**config.mk**
```make
export PLATFORM = sky130hd
export DESIGN_NAME = uart_rx_fifo
export DESIGN_NICKNAME = d
export VERILOG_FILES = /design/src/rtl/uart_rx_fifo.sv
export SDC_FILE = /design/constraint.sdc
export NUM_CORES = 1
export LEC_CHECK = 0
export BUFFER_PORTS_ARGS = -buffer_cell sky130_fd_sc_hd__buf_4
export CORE_ASPECT_RATIO = 0.75
export CORE_MARGIN = 2
export CORE_UTILIZATION = 60
export CTS_BUF_LIST = sky130_fd_sc_hd__clkbuf_4 sky130_fd_sc_hd__clkbuf_8
export DETAILED_ROUTE_END_ITERATION = 12
export HOLD_SLACK_MARGIN = 0.05
export PLACE_DENSITY = 0.79
export SKIP_LAST_GASP = 1
export SYNTH_ARGS = -nofsm -noshare
export SYNTH_HDL_FRONTEND = slang
export SYNTH_SLANG_ARGS = --single-unit
```
**constraint.sdc**
```tcl
create_clock -name clk -period 3.1 [get_ports clk]
set_input_delay 0.62 -clock clk [delete_from_list [all_inputs] [get_ports clk]]
set_output_delay 0.62 -clock clk [all_outputs]
set_load 0.01 [all_outputs]
```
**src/rtl/uart_rx_fifo.sv**
```systemverilog
// uart_rx_fifo: FWFT receive byte FIFO behind the UART receiver.
// Define UART_RX_FIFO_ERR_EN to store the frame error tag with each byte.
module uart_rx_fifo #(
  parameter int DEPTH       = 16,
  parameter int AFULL_LEVEL = 12
) (
  input  logic                     clk,
  input  logic                     rstN,
  input  logic                     enabled,
  input  logic                     flush,
  input  logic                     rx_done,
  input  logic                     rx_err,
  input  logic [7:0]               rx_data,
  input  logic                     rd_ready,
  output logic                     rd_valid,
  output logic [7:0]               rd_data,
  output logic                     rd_err,
  output logic [$clog2(DEPTH):0]   count,
  output logic                     empty,
  output logic                     full,
  output logic                     almost_full,
  output logic                     overflow,
  input  logic                     ovf_clr
);

  localparam int AW = $clog2(DEPTH);
  localparam int CW = AW + 1;
`ifdef UART_RX_FIFO_ERR_EN
  localparam int EW = 9;
`else
  localparam int EW = 8;
`endif

  logic [EW-1:0] mem [DEPTH];
  logic [AW-1:0] wr_ptr;
  logic [AW-1:0] rd_ptr;
  logic [CW-1:0] cnt;
  logic [EW-1:0] wr_entry;
  logic [EW-1:0] head;
  logic          wr_req;
  logic          rd_fire;
  logic          wr_ok;
  logic          drop;

`ifdef UART_RX_FIFO_ERR_EN
  assign wr_req   = rx_done & enabled;
  assign wr_entry = {rx_err, rx_data};
`else
  // errored frames are discarded silently, never counted as overflow
  assign wr_req   = rx_done & enabled & ~rx_err;
  assign wr_entry = rx_data;
`endif

  assign rd_fire = rd_valid & rd_ready;
  assign wr_ok   = wr_req & (~full | rd_fire);
  assign drop    = wr_req & full & ~rd_fire;

  // pointers, occupancy and sticky overflow
  always_ff @(posedge clk) begin
    if (rstN) begin
      wr_ptr   <= '0;
      rd_ptr   <= '0;
      cnt      <= '0;
      overflow <= 1'b0;
    end else if (flush) begin
      wr_ptr   <= '0;
      rd_ptr   <= '0;
      cnt      <= '0;
      overflow <= 1'b0;
    end else begin
      if (wr_ok)
        wr_ptr <= wr_ptr + 1'b1;
      if (rd_fire)
        rd_ptr <= rd_ptr + 1'b1;
      unique case ({wr_ok, rd_fire})
        2'b10:   cnt <= cnt + 1'b1;
        2'b01:   cnt <= cnt - 1'b1;
        default: cnt <= cnt;
      endcase
      if (drop)
        overflow <= 1'b1;
      else if (ovf_clr)
        overflow <= 1'b0;
    end
  end

  // storage array, intentionally not reset
  always_ff @(posedge clk) begin
    if (wr_ok && !flush && !rstN)
      mem[wr_ptr] <= wr_entry;
  end

  assign head        = mem[rd_ptr];
  assign count       = cnt;
  assign empty       = (cnt == '0);
  assign full        = (cnt == CW'(DEPTH));
  assign almost_full = (cnt >= CW'(AFULL_LEVEL));
  assign rd_valid    = ~empty;
  assign rd_data     = empty ? 8'h00 : head[7:0];
`ifdef UART_RX_FIFO_ERR_EN
  assign rd_err      = ~empty & head[8];
`else
  assign rd_err      = 1'b0;
`endif

endmodule

```
==> results of run 1 <==
==> layer usage <==
| metal | vias up | wire [um] |
|---|---|---|
| met5 | - | 0 |
| met1 | 1620 | 4767 |
| met2 | 118 | 5524 |
| met3 | 6 | 716 |
| li1 | 1449 | - |
| met4 | 0 | 89 |
==> cells in the mapped netlist, drive strengths merged, types with 2 or more instances <==
master  instances  area [um^2]
ha              8        100.1
o211ai          3        36.28
a21oi           2        10.01
dfxtp          18        360.4
xnor2           2        17.52
nor2           13        51.30
nand2           4        15.01
or4             2        15.01
o21ai           3        18.77
a41o            2        20.02
clkbuf          8        31.28
nor2b          11        68.82
a21o            2        15.01
a31oi           2        12.51
nor4bb          2        20.02
nor4            2        27.53
nand3           6        30.03
mux4           32        720.7
xor2            3        26.28
o311ai          2        25.03
mux2i          11        110.1
edfxtp        128         3844
a211oi         18        135.1
and3           15        93.84
inv             9        33.78
buf            11        62.55
nor3            3        15.01
or2             2        12.51
==> final timing paths <==
check	endpoint	depth (start not counted)	from
hold / removal	rd_ptr[3]	2	rd_ptr[3]
setup reg to reg	count[4]	8	count[0]
setup / recovery	rd_data[3]	6	flop
hold reg to reg	rd_ptr[3]	2	rd_ptr[3]
==> worst max-delay path: cells and delay by family, from the launching register on <==
family,cells,cell delay [ns]
flip-flops,1,0.34
AND/OR/NAND/NOR,1,0.14
buffers and inverters,2,0.41
AO/OA/AOI/OAI,2,0.38
multiplexers,1,0.54
==> state kept, by name, indices dropped and copies added, names as in the netlist, named ones only <==
name      flops
count         5
mem         128
overflow      1
rd_ptr        4
wr_ptr        4
==> power groups by stage <==
stage                     Combinational, W  Clock, W  Sequential [W]
after floorplan                  0.0000421         0         0.00218
after global placement           0.0000950         0         0.00218
after detailed placement         0.0000996         0         0.00218
after CTS                        0.0000998   0.00163         0.00214
after global routing              0.000109   0.00173         0.00214
final                            0.0000996   0.00162         0.00214
==> layout by cell type, fill, tap and decap left out, types with 2 or more instances in the layout <==
cell,Yosys,routed
and3_1,15,15
buf_12,0,2
xor2_1,3,3
dfxtp_1,18,17
inv_6,0,5
nand3_1,6,6
nand2_1,4,4
buf_4,2,40
a21oi_1,2,2
a41o_1,2,2
a211oi_1,18,18
bufinv_16,0,4
nor2b_1,11,11
or2_2,2,2
o211ai_1,2,2
edfxtp_1,128,128
mux2i_1,11,11
clkbuf_8,0,17
ha_1,8,8
clkinv_4,0,2
a21o_1,2,2
a31oi_1,2,2
o21ai_0,2,2
nor3_1,3,3
or4_1,2,2
nor4bb_1,2,2
nor2_1,12,12
clkinv_2,0,2
mux4_2,32,32
inv_1,9,9
xnor2_1,2,2
==> area by class of cell <==
cell class	count	share of cell area
sequential	146	0.6098
multi-input combinational	162	0.2482
timing repair buffer	42	0.04935
clock buffer	18	0.03501
clock inverter	14	0.02885
tap	132	0.02395
inverter	9	0.004898
==> per-stage QoR <==
stage | utilization | area (um^2)
after floorplan | - | 6038
final | 0.7084 | 6897
after global placement | 0.6626 | 6451
after CTS | 0.7079 | 6892
after detailed placement | 0.6626 | 6451
after global routing | 0.7084 | 6897
==> kinds of logic (layout without fill, tap and decap cells) <==
| family | after synthesis | in the layout | share of synthesized area |
|---|---|---|---|
| flops | 146 | 146 | 0.6962 |
| mux | 43 | 43 | 0.1376 |
| other cells | 1 | 1 | 0.0006210 |
| compound gates | 41 | 41 | 0.05553 |
| buf+inv | 28 | 83 | 0.02113 |
| fa+ha+maj | 9 | 9 | 0.01989 |
| xor+xnor | 5 | 5 | 0.007254 |
| simple gates | 63 | 63 | 0.06175 |
==> metrics.md, run 1 <==
| Metric | Value |
|---|---|
| DIE AREA | `10,890 um^2` |
| GRT Overall Usage | `0.2246` |
| Cell Pwr Density | `559.1 nW/um^2` |
| Status | `complete, no violations` |
| P_int | `0.003070 W` |
| Number of global-route vias before repair | `3,292` |
| Largest net degree at the start of global routing | `33` |
| Syn nets | `361` |
| Pre-CTS WS | `0.3564 ns` |
| Crit. End Element | `primary output` |
| # Post-CTS Setup Buffers | `0` |
| Maximum clock insertion buffer count | `2` |
| Post-route DRC | `0` |
| Crit path launch type | `flop` |
| Slew Limit Headroom | `0.5485` |
| Final worst path period share | `0.9251` |
| Hold_ws | `0.4898 ns` |
| Worst Path Required | `2.48 ns` |
| DP Wirelength | `7114 um` |
| Met2 Resource Use GR | `0.3490` |
| FF+latch count, synth | `146` |
| GR peak layer | `met2` |
| Final Hold Viols | `0` |
| Pre-Repair DR Iteration Count | `5` |
| Max-slew violation count | `0` |
| Final setup vio count | `0` |
| Congestion Overflow GR | `0` |
| Layout cells sized above 1 | `0.2941` |
| Layout Skew | `0.01150 ns` |
| IO Port Bufs | `33` |
| Non-filler cells, final | `523` |
| Register area share after synthesis | `0.6962` |
| Starting Density | `0.6202` |
| Met1 Use GR | `0.3120` |
| Area of the core | `9736 um^2` |
| First-pass GRT wire length | `17,870 um` |
| Die width | `119.8 um` |
| Top FF cell, synth | `edfxtp_1` |
| Synthesized instance count | `336` |
| FFs w/ async S/R, synth | `0` |
| CTS clk-pin slew, worst paths | `0.07 ns` |
| Die height | `90.88 um` |
| Yosys warns | `0` |
| CP max FO | `32` |
| Comb power frac | `0.026` |
| Avg Inst Size Synth | `17.97 um^2` |
| Switching share of power | `0.2038` |
| Worst skew pair latency | `0.43 ns` |
| Pwr Total | `0.003856 W` |
| CTS sink cnt | `146` |
| Netlist cell types | `49` |
| Max H-tree Level | `4` |
| Cts hold-fix bufs | `0` |
| EDFF count, synth | `128` |
| CTS root buffer | `clkbuf_8` |
| Reg-to-reg slack, setup | `0.30 ns` |
| Critical Path, Cell by Cell | `buf_12 -> mux4_2 -> nor2b_1 -> a211oi_1 -> a211oi_1 -> buf_4` |
| M3 GR Usage | `0.07197` |
| Netlist Area Pre-Place | `6038 um^2` |
| CTS tree | `built` |
| Ant diodes | `0` |
| Storage cell area | `4205 um^2` |
| Arrival time worst endpoint | `2.25 ns` |
| Max Clk Rate | `0.3487 GHz` |
| Pleak | `2.332 nW` |
| Max-cap viol count | `0` |
| Drt total wl | `11,100 um` |
| Post-CTS Resized | `0` |
| HP Class | `reg -> reg` |
| Post-layout min period | `2.868 ns` |
| Worst path max stage delay | `0.54 ns` |
| Vias | `3,193` |
| Detailed-route vias per instance | `6.105` |
| Initial DRC count | `259` |
| Peak VDD IR | `372.9 uV` |
| DR WL/cell | `21.22 um` |
| Area of the multi-input gates | `1712 um^2` |
| Seq pwr share | `0.554` |
| Cells after DPL | `491` |
| Critical path type | `reg -> out` |
| Nets | `403` |
| Fillcell total | `603` |
| Setup TNS | `0 ns` |
| Area grow syn2layout | `14.21%` |
| Final worst-path setup slack | `0.2323 ns` |
| GP Congestion | `0.8133` |
| Num ports | `35` |
| Initial antenna violation count | `0` |
| Worst slew pin tran | `0.6583 ns` |
| Worst path slowest cell | `mux4_2` |
| Antenna-violating nets left | `0` |
| Row count | `31` |
| Clk pwr share | `0.420` |
| Inserted Clock Buffers | `17` |
| Switching power | `0.0007860 W` |
| CP most frequent cell | `a211oi_1` |
| RSZ-0062 raised after global routing | `false` |
Note: power is estimated with default switching activity, not from simulation.
==> inputs of run 2 (changes only) <==
- clock period: 3.1 -> 3.7 ns (I/O delays scaled with it)
==> metrics.md, run 2 (same netlist as run 1, synthesis figures left out) <==
| Metric | Value |
|---|---|
| CTS clk-pin slew, worst paths | `0.08 ns (was 0.07 ns)` |
| Worst slew pin tran | `0.6396 ns (was 0.6583 ns)` |
| Die width | `119.8 um (unchanged)` |
| Most common cell after layout, fill and taps aside | `edfxtp_1 (unchanged)` |
| Cell Pwr Density | `453.5 nW/um^2 (was 559.1 nW/um^2)` |
| Delay-heaviest family, CP | `flip-flops (was multiplexers)` |
| Layout cells sized above 1 | `0.2923 (was 0.2941)` |
| GRT Overall Usage | `0.2255 (was 0.2246)` |
| Starting Density | `0.6202 (unchanged)` |
| Worst r2r dst | `count[4] (unchanged)` |
| CP Capture Point | `rd_data[0] (was rd_data[3])` |
| Largest net degree at the start of global routing | `33 (unchanged)` |
| Row count | `31 (unchanged)` |
| Setup TNS | `0 ns (unchanged)` |
| Status | `complete, no violations (unchanged)` |
| CTS sink cnt | `146 (unchanged)` |
| Pleak | `2.311 nW (was 2.332 nW)` |
| Final setup vio count | `0 (unchanged)` |
| Congestion Overflow GR | `0 (unchanged)` |
| CP max FO | `12 (was 32)` |
| Commonest cells after routing, fill and taps aside | `128 x edfxtp_1, 41 x buf_4, 32 x mux4_2 (was 128 x edfxtp_1, 40 x buf_4, 32 x mux4_2)` |
| Levels on crit path | `6 (unchanged)` |
| Worst path slowest cell | `dfxtp_2 (was mux4_2)` |
| Area grow syn2layout | `12.83% (was 14.21%)` |
| Max Clk Rate | `0.3058 GHz` |
| Fillcell total | `632 (was 603)` |
| Final worst path period share | `0.8838` |
| Pwr Total | `0.003089 W (was 0.003856 W)` |
| DRT met1 WL | `5094 um (was 4767 um)` |
| Number of global-route vias before repair | `3,217 (was 3,292)` |
| Crit path launch type | `flop (unchanged)` |
| Worst path max stage delay | `0.58 ns (was 0.54 ns)` |
| R2r worst-path depth | `8 (unchanged)` |
| CTS tree | `built (unchanged)` |
| Post-layout min period | `3.270 ns` |
| Biggest register | `mem (unchanged)` |
| RSZ-0062 raised after global routing | `false (unchanged)` |
| Max H-tree Level | `4 (unchanged)` |
| Inserted Clock Buffers | `17 (unchanged)` |
| Antenna-violating nets left | `0 (unchanged)` |
| Critical Path, Cell by Cell | `buf_4 -> mux4_2 -> nor2b_1 -> a211oi_1 -> a211oi_1 -> buf_4 (was buf_12 -> mux4_2 -> nor2b_1 -> a211oi_1 -> a211oi_1 -> buf_4)` |
| Worst skew pair latency | `0.43 ns (about the same)` |
| Pre-Repair DR Iteration Count | `4 (was 5)` |
| Arrival time worst endpoint | `2.53 ns (was 2.25 ns)` |
| Final Hold Viols | `0 (unchanged)` |
| WP buf/inv | `2 (unchanged)` |
| GP Congestion | `0.8029 (was 0.8133)` |
| Initial DRC count | `307 (was 259)` |
| Max-slew violation count | `0 (unchanged)` |
| Max reg flops | `128 (unchanged)` |
| Top Metal Used | `met4 (unchanged)` |
| Area of the core | `9736 um^2 (unchanged)` |
| Die height | `90.88 um (unchanged)` |
| Vias | `3,177 (was 3,193)` |
| Crit. End Element | `primary output (unchanged)` |
| DIE AREA | `10,890 um^2 (unchanged)` |
| Slew Limit Headroom | `0.5614 (was 0.5485)` |
| Cts hold-fix bufs | `0 (unchanged)` |
| First-pass GRT wire length | `17,880 um (was 17,870 um)` |
| # Post-CTS Setup Buffers | `0 (unchanged)` |
| Max-cap viol count | `0 (unchanged)` |
| Nets | `402 (was 403)` |
| Detailed-route vias per instance | `6.086 (was 6.105)` |
| Ant diodes | `0 (unchanged)` |
| Area after DPL | `6419 um^2 (was 6451 um^2)` |
| Pre-CTS WS | `0.7857 ns (was 0.3564 ns)` |
| Initial antenna violation count | `0 (unchanged)` |
| Post-CTS Resized | `0 (unchanged)` |
| HP Class | `reg -> reg (unchanged)` |
| Peak VDD IR | `252.3 uV (was 372.9 uV)` |
| Worst reg2reg startpoint | `count[0] (unchanged)` |
| Critical path type | `reg -> out (unchanged)` |
| Layout Skew | `0.007785 ns (was 0.01150 ns)` |
| Reg-to-reg slack, setup | `0.74 ns (was 0.30 ns)` |
| Final worst-path setup slack | `0.4298 ns (was 0.2323 ns)` |
| Metal2 WL | `5393 um (was 5524 um)` |
| IO Port Bufs | `33 (unchanged)` |
| Design area | `6813 um^2 (was 6897 um^2)` |
| Worst Path Required | `2.96 ns (was 2.48 ns)` |
| Met3 wire length | `565 um (was 716 um)` |
| Num ports | `35 (unchanged)` |
| CTS root buffer | `clkbuf_8 (unchanged)` |
| DP Wirelength | `7521 um (was 7114 um)` |
| Post-route DRC | `0 (unchanged)` |
| DR WL/cell | `21.40 um (was 21.22 um)` |
| Drt total wl | `11,170 um (was 11,100 um)` |
| Maximum clock insertion buffer count | `2 (unchanged)` |
-- run 2: cell type report --
class,count,area [um^2],area share
clock buffers,20,269.0,0.03949
clock inverters,12,125.1,0.01837
inverters,9,33.78,0.004959
multi-input cells,162,1707,0.2505
flip-flops and latches,146,4205,0.6173
well taps,132,165.2,0.02424
repair buffers,41,307.8,0.04518
-- run 2: worst reg2reg max path, stage by stage (launching register included) --
cell and delay, ns:
dfxtp_1 0.39, or4_1 0.73, o211ai_4 0.37, inv_1 0.14, ha_1 0.24, or2_2 0.32
o22a_1 0.21, o311ai_0 0.32, a31oi_1 0.12
-- run 2: how the worst min path moves through the flow --
stage / start / end / slack, ns / depth (start not counted)
2_1_floorplan: rd_ptr[3] / flop / 0.46 / 2
3_3_place_gp: rd_ptr[3] / rd_ptr[3] / 0.48 / 2
3_5_place_dp: rd_ptr[3] / flop / 0.49 / 2
4_1_cts: rd_ptr[3] / rd_ptr[3] / 0.51 / 2
5_1_grt: rd_ptr[3] / rd_ptr[3] / 0.54 / 2
6_report: rd_ptr[3] / flop / 0.51 / 2
-- run 2: stage by stage --
stage               instances    util  hold slack [ns]
floorplan                 336       -           0.4587
global placement          490  0.6593           0.4800
detailed placement        490  0.6593           0.4914
CTS                       522  0.6998           0.5070
global route              522  0.6998           0.5350
finish                    522  0.6998           0.5057
-- run 2: layer usage --
layer	global-route usage	up-vias
met5	0	-
met4	0.07647	0
met3	0.04167	13
met2	0.3533	98
met1	0.3252	1611
li1	-	1455
-- run 2: power breakdown --
group          leakage [nW]  switching (W)  internal, W
clock network         0.213       0.000571     0.000645
registers              1.30     0.00000233      0.00179
logic                 0.803      0.0000520    0.0000306
==> inputs of run 3 (changes only) <==
- ABC_AREA: unset -> 1
- GPL_ROUTABILITY_DRIVEN: unset -> 0
==> metrics.md, run 3 <==
| Metric | Value |
|---|---|
| DIE AREA | `11,210 um^2 (was 10,890 um^2)` |
| Drt total wl | `14,320 um (was 11,170 um)` |
| DR WL/cell | `19.20 um (was 21.40 um)` |
| Vias | `4,386 (was 3,177)` |
| Synth Area in Adders | `0.01930 (was 0.01989)` |
| Post-CTS Resized | `0 (unchanged)` |
| Syn nets | `591 (was 361)` |
| Top FF cell, synth | `edfxtp_1 (unchanged)` |
| Final worst path period share | `0.8918 (was 0.8838)` |
| Row count | `32 (was 31)` |
| Most frequent cell after synthesis | `nand2_1 (was edfxtp_1)` |
| Synthesized instance count | `566 (was 336)` |
| Status | `complete, no violations (unchanged)` |
| Worst r2r dst | `mem[8][4] (was count[4])` |
| Top cells by instance count after synthesis | `177 x nand2_1, 128 x edfxtp_1, 105 x nand3_1 (was 128 x edfxtp_1, 32 x mux4_2, 18 x a211oi_1, 18 x dfxtp_1, 15 x and3_1)` |
| CTS clk-pin slew, worst paths | `0.08 ns (about the same)` |
| Pleak | `2.612 nW (was 2.311 nW)` |
| Cell Pwr Density | `497.3 nW/um^2 (was 453.5 nW/um^2)` |
| RSZ-0062 raised after global routing | `false (unchanged)` |
| Critical path type | `reg -> out (unchanged)` |
| Yosys warns | `0 (unchanged)` |
| FF+latch count, synth | `146 (unchanged)` |
| DP Wirelength | `9038 um (was 7521 um)` |
| EDFF count, synth | `128 (unchanged)` |
| Starting Density | `0.6118 (was 0.6202)` |
| Reg-to-reg slack, setup | `1.60 ns (was 0.74 ns)` |
| Nets | `622 (was 402)` |
| Max reg flops | `128 (unchanged)` |
| Peak VDD IR | `285.1 uV (was 252.3 uV)` |
| Post-layout min period | `3.300 ns (was 3.270 ns)` |
| Largest net degree at the start of global routing | `65 (was 33)` |
| Initial DRC count | `716 (was 307)` |
| CTS tree | `built (unchanged)` |
| Max Clk Rate | `0.3031 GHz (was 0.3058 GHz)` |
| Worst skew pair latency | `0.46 ns (was 0.43 ns)` |
| Inserted Clock Buffers | `17 (unchanged)` |
| Commonest cells after routing, fill and taps aside | `177 x nand2_1, 128 x edfxtp_1, 105 x nand3_1 (was 128 x edfxtp_1, 41 x buf_4, 32 x mux4_2)` |
| # Post-CTS Setup Buffers | `0 (unchanged)` |
| Ant diodes | `0 (unchanged)` |
| Synth top area share | `0.6177 (was 0.6366)` |
| Cells after DPL | `714 (was 490)` |
| Area grow syn2layout | `11.84% (was 12.83%)` |
| Initial antenna violation count | `0 (unchanged)` |
| HP Class | `reg -> reg (unchanged)` |
| WHS Endpoint | `overflow` |
| CP max FO | `33 (was 12)` |
| Congestion Overflow GR | `0 (unchanged)` |
| FFs w/ async S/R, synth | `0 (unchanged)` |
| Biggest register | `mem (unchanged)` |
| Pre-Repair DR Iteration Count | `5 (was 4)` |
| GRT Overall Usage | `0.2785 (was 0.2255)` |
| Register area share after synthesis | `0.6756 (was 0.6962)` |
| Non-filler cells, final | `746 (was 522)` |
| Fillcell total | `754 (was 632)` |
| Layout Skew | `0.01040 ns (was 0.007785 ns)` |
| Worst reg2reg startpoint | `count[1] (was count[0])` |
| Slew Limit Headroom | `0.2631 (was 0.5614)` |
| IO Port Bufs | `33 (unchanged)` |
| Netlist Area Pre-Place | `6222 um^2 (was 6038 um^2)` |
| CTS root buffer | `clkbuf_8 (unchanged)` |
| Layout cells sized above 1 | `0.1459 (was 0.2923)` |
| Die width | `121.6 um (was 119.8 um)` |
| Num ports | `35 (unchanged)` |
| Max H-tree Level | `4 (unchanged)` |
| Post-route DRC | `0 (unchanged)` |
| Crit. End Element | `primary output (unchanged)` |
| CTS sink cnt | `146 (unchanged)` |
| Setup TNS | `0 ns (unchanged)` |
| Detailed-route vias per instance | `5.879 (was 6.086)` |
| Number of global-route vias before repair | `4,173 (was 3,217)` |
| Post-synthesis mux area share | `0 (was 0.1376)` |
| Die height | `92.19 um (was 90.88 um)` |
| Crit path launch type | `flop (unchanged)` |
| Avg Inst Size Synth | `10.99 um^2 (was 17.97 um^2)` |
| Worst slew pin tran | `1.104 ns (was 0.6396 ns)` |
| Cts hold-fix bufs | `0 (unchanged)` |
| Worst Path Required | `2.96 ns (about the same)` |
| Hold Crit Depth | `2 (unchanged)` |
| Antenna-violating nets left | `0 (unchanged)` |
| Area leader, netlist | `edfxtp_1 (unchanged)` |
| Final setup vio count | `0 (unchanged)` |
| Area of the core | `10,170 um^2 (was 9736 um^2)` |
| R2r worst-path depth | `6 (was 8)` |
| Max-slew violation count | `0 (unchanged)` |
| Netlist cell types | `31 (was 49)` |
| Compound-cell area share of the yosys netlist | `0.02433 (was 0.05553)` |
| First-pass GRT wire length | `22,470 um (was 17,880 um)` |
| Final Hold Viols | `0 (unchanged)` |
| Max-cap viol count | `0 (unchanged)` |
| Arrival time worst endpoint | `2.56 ns (was 2.53 ns)` |
| Largest family of logic cells by synthesized area | `simple AND/OR/NAND/NOR gates (was multiplexers)` |
| Synth area leaders | `edfxtp_1 62%, nand2_1 11%, nand3_1 8.4% (was edfxtp_1 64%, mux4_2 12%, dfxtp_1 6.0%)` |
| Maximum clock insertion buffer count | `2 (unchanged)` |
| XOR/XNOR share of the synthesized area | `0.005630 (was 0.007252)` |
| Min-Delay Startpoint | `overflow (was rd_ptr[3])` |
| Synth Area in Simple Gates | `0.2329 (was 0.06175)` |
| Most common cell after layout, fill and taps aside | `nand2_1 (was edfxtp_1)` |
run 3: per-stage QoR:
| stage | worst slack [ns] | power, W | hold WS [ns] | cell area, um^2 | utilization |
|---|---|---|---|---|---|
| 2_1_floorplan | 1.536 | 0.001999 | 0.4464 | 6222 | - |
| 3_3_place_gp | 1.022 | 0.002099 | 0.4590 | 6515 | 0.6406 |
| 3_5_place_dp | 0.9976 | 0.002108 | 0.4647 | 6515 | 0.6406 |
| 4_1_cts | 0.4384 | 0.003462 | 0.4778 | 6959 | 0.6843 |
| 5_1_grt | 0.2469 | 0.003550 | 0.4957 | 6959 | 0.6843 |
| 6_report | 0.4004 | 0.003461 | 0.4761 | 6959 | 0.6843 |
run 3: layer usage:
metal	part of all wire	vias to the layer above	global-route usage
li1	-	2004	-
met4	0.032	0	0.1169
met2	0.44	254	0.3937
met1	0.43	2087	0.4087
met5	0	-	0
met3	0.099	41	0.07649
run 3: critical path: stages, from the launching register on:
cell     delay (ns)
dfxtp_2        0.33
inv_2          0.44
buf_4          0.42
nand2_1        0.10
nand3_1        0.10
nand3_1        0.15
nand2_1        0.10
nand2_1        0.05
a21oi_1        0.22
buf_4          0.17
run 3: how the worst max path moves through the flow:
stage / start / endpoint / slack, ns / cells after the start
6_report: flop / rd_data[4] / 0.40 / 9
5_1_grt: flop / rd_data[2] / 0.25 / 9
4_1_cts: flop / rd_data[4] / 0.44 / 9
3_5_place_dp: flop / rd_data[4] / 1.0 / 9
3_3_place_gp: flop / rd_data[0] / 1.02 / 9
2_1_floorplan: rx_done / count[4] / 1.54 / 12
run 3: where the power goes:
part           internal (W)  switching, W
Clock              0.000771      0.000614
Combinational     0.0000911      0.000182
Sequential          0.00179    0.00000893
Total               0.00266      0.000805
run 3: cell type report:
type / count / area, um^2 / share of cell area
Clock buffer: 20 / 262.8 / 0.03776
Sequential cell: 146 / 4205 / 0.6043
Tap cell: 136 / 170.2 / 0.02445
Multi-Input combinational cell: 371 / 1759 / 0.2528
Timing Repair Buffer: 39 / 292.8 / 0.04207
Clock inverter: 12 / 181.4 / 0.02607
Inverter: 22 / 87.58 / 0.01259
run 3: cells by family (layout without fill, tap and decap cells):
family,Yosys count,after routing
fa+ha+maj,9,9
compound gates,28,28
flops,146,146
xor+xnor,4,4
other cells,1,1
simple gates,329,329
buf+inv,49,93
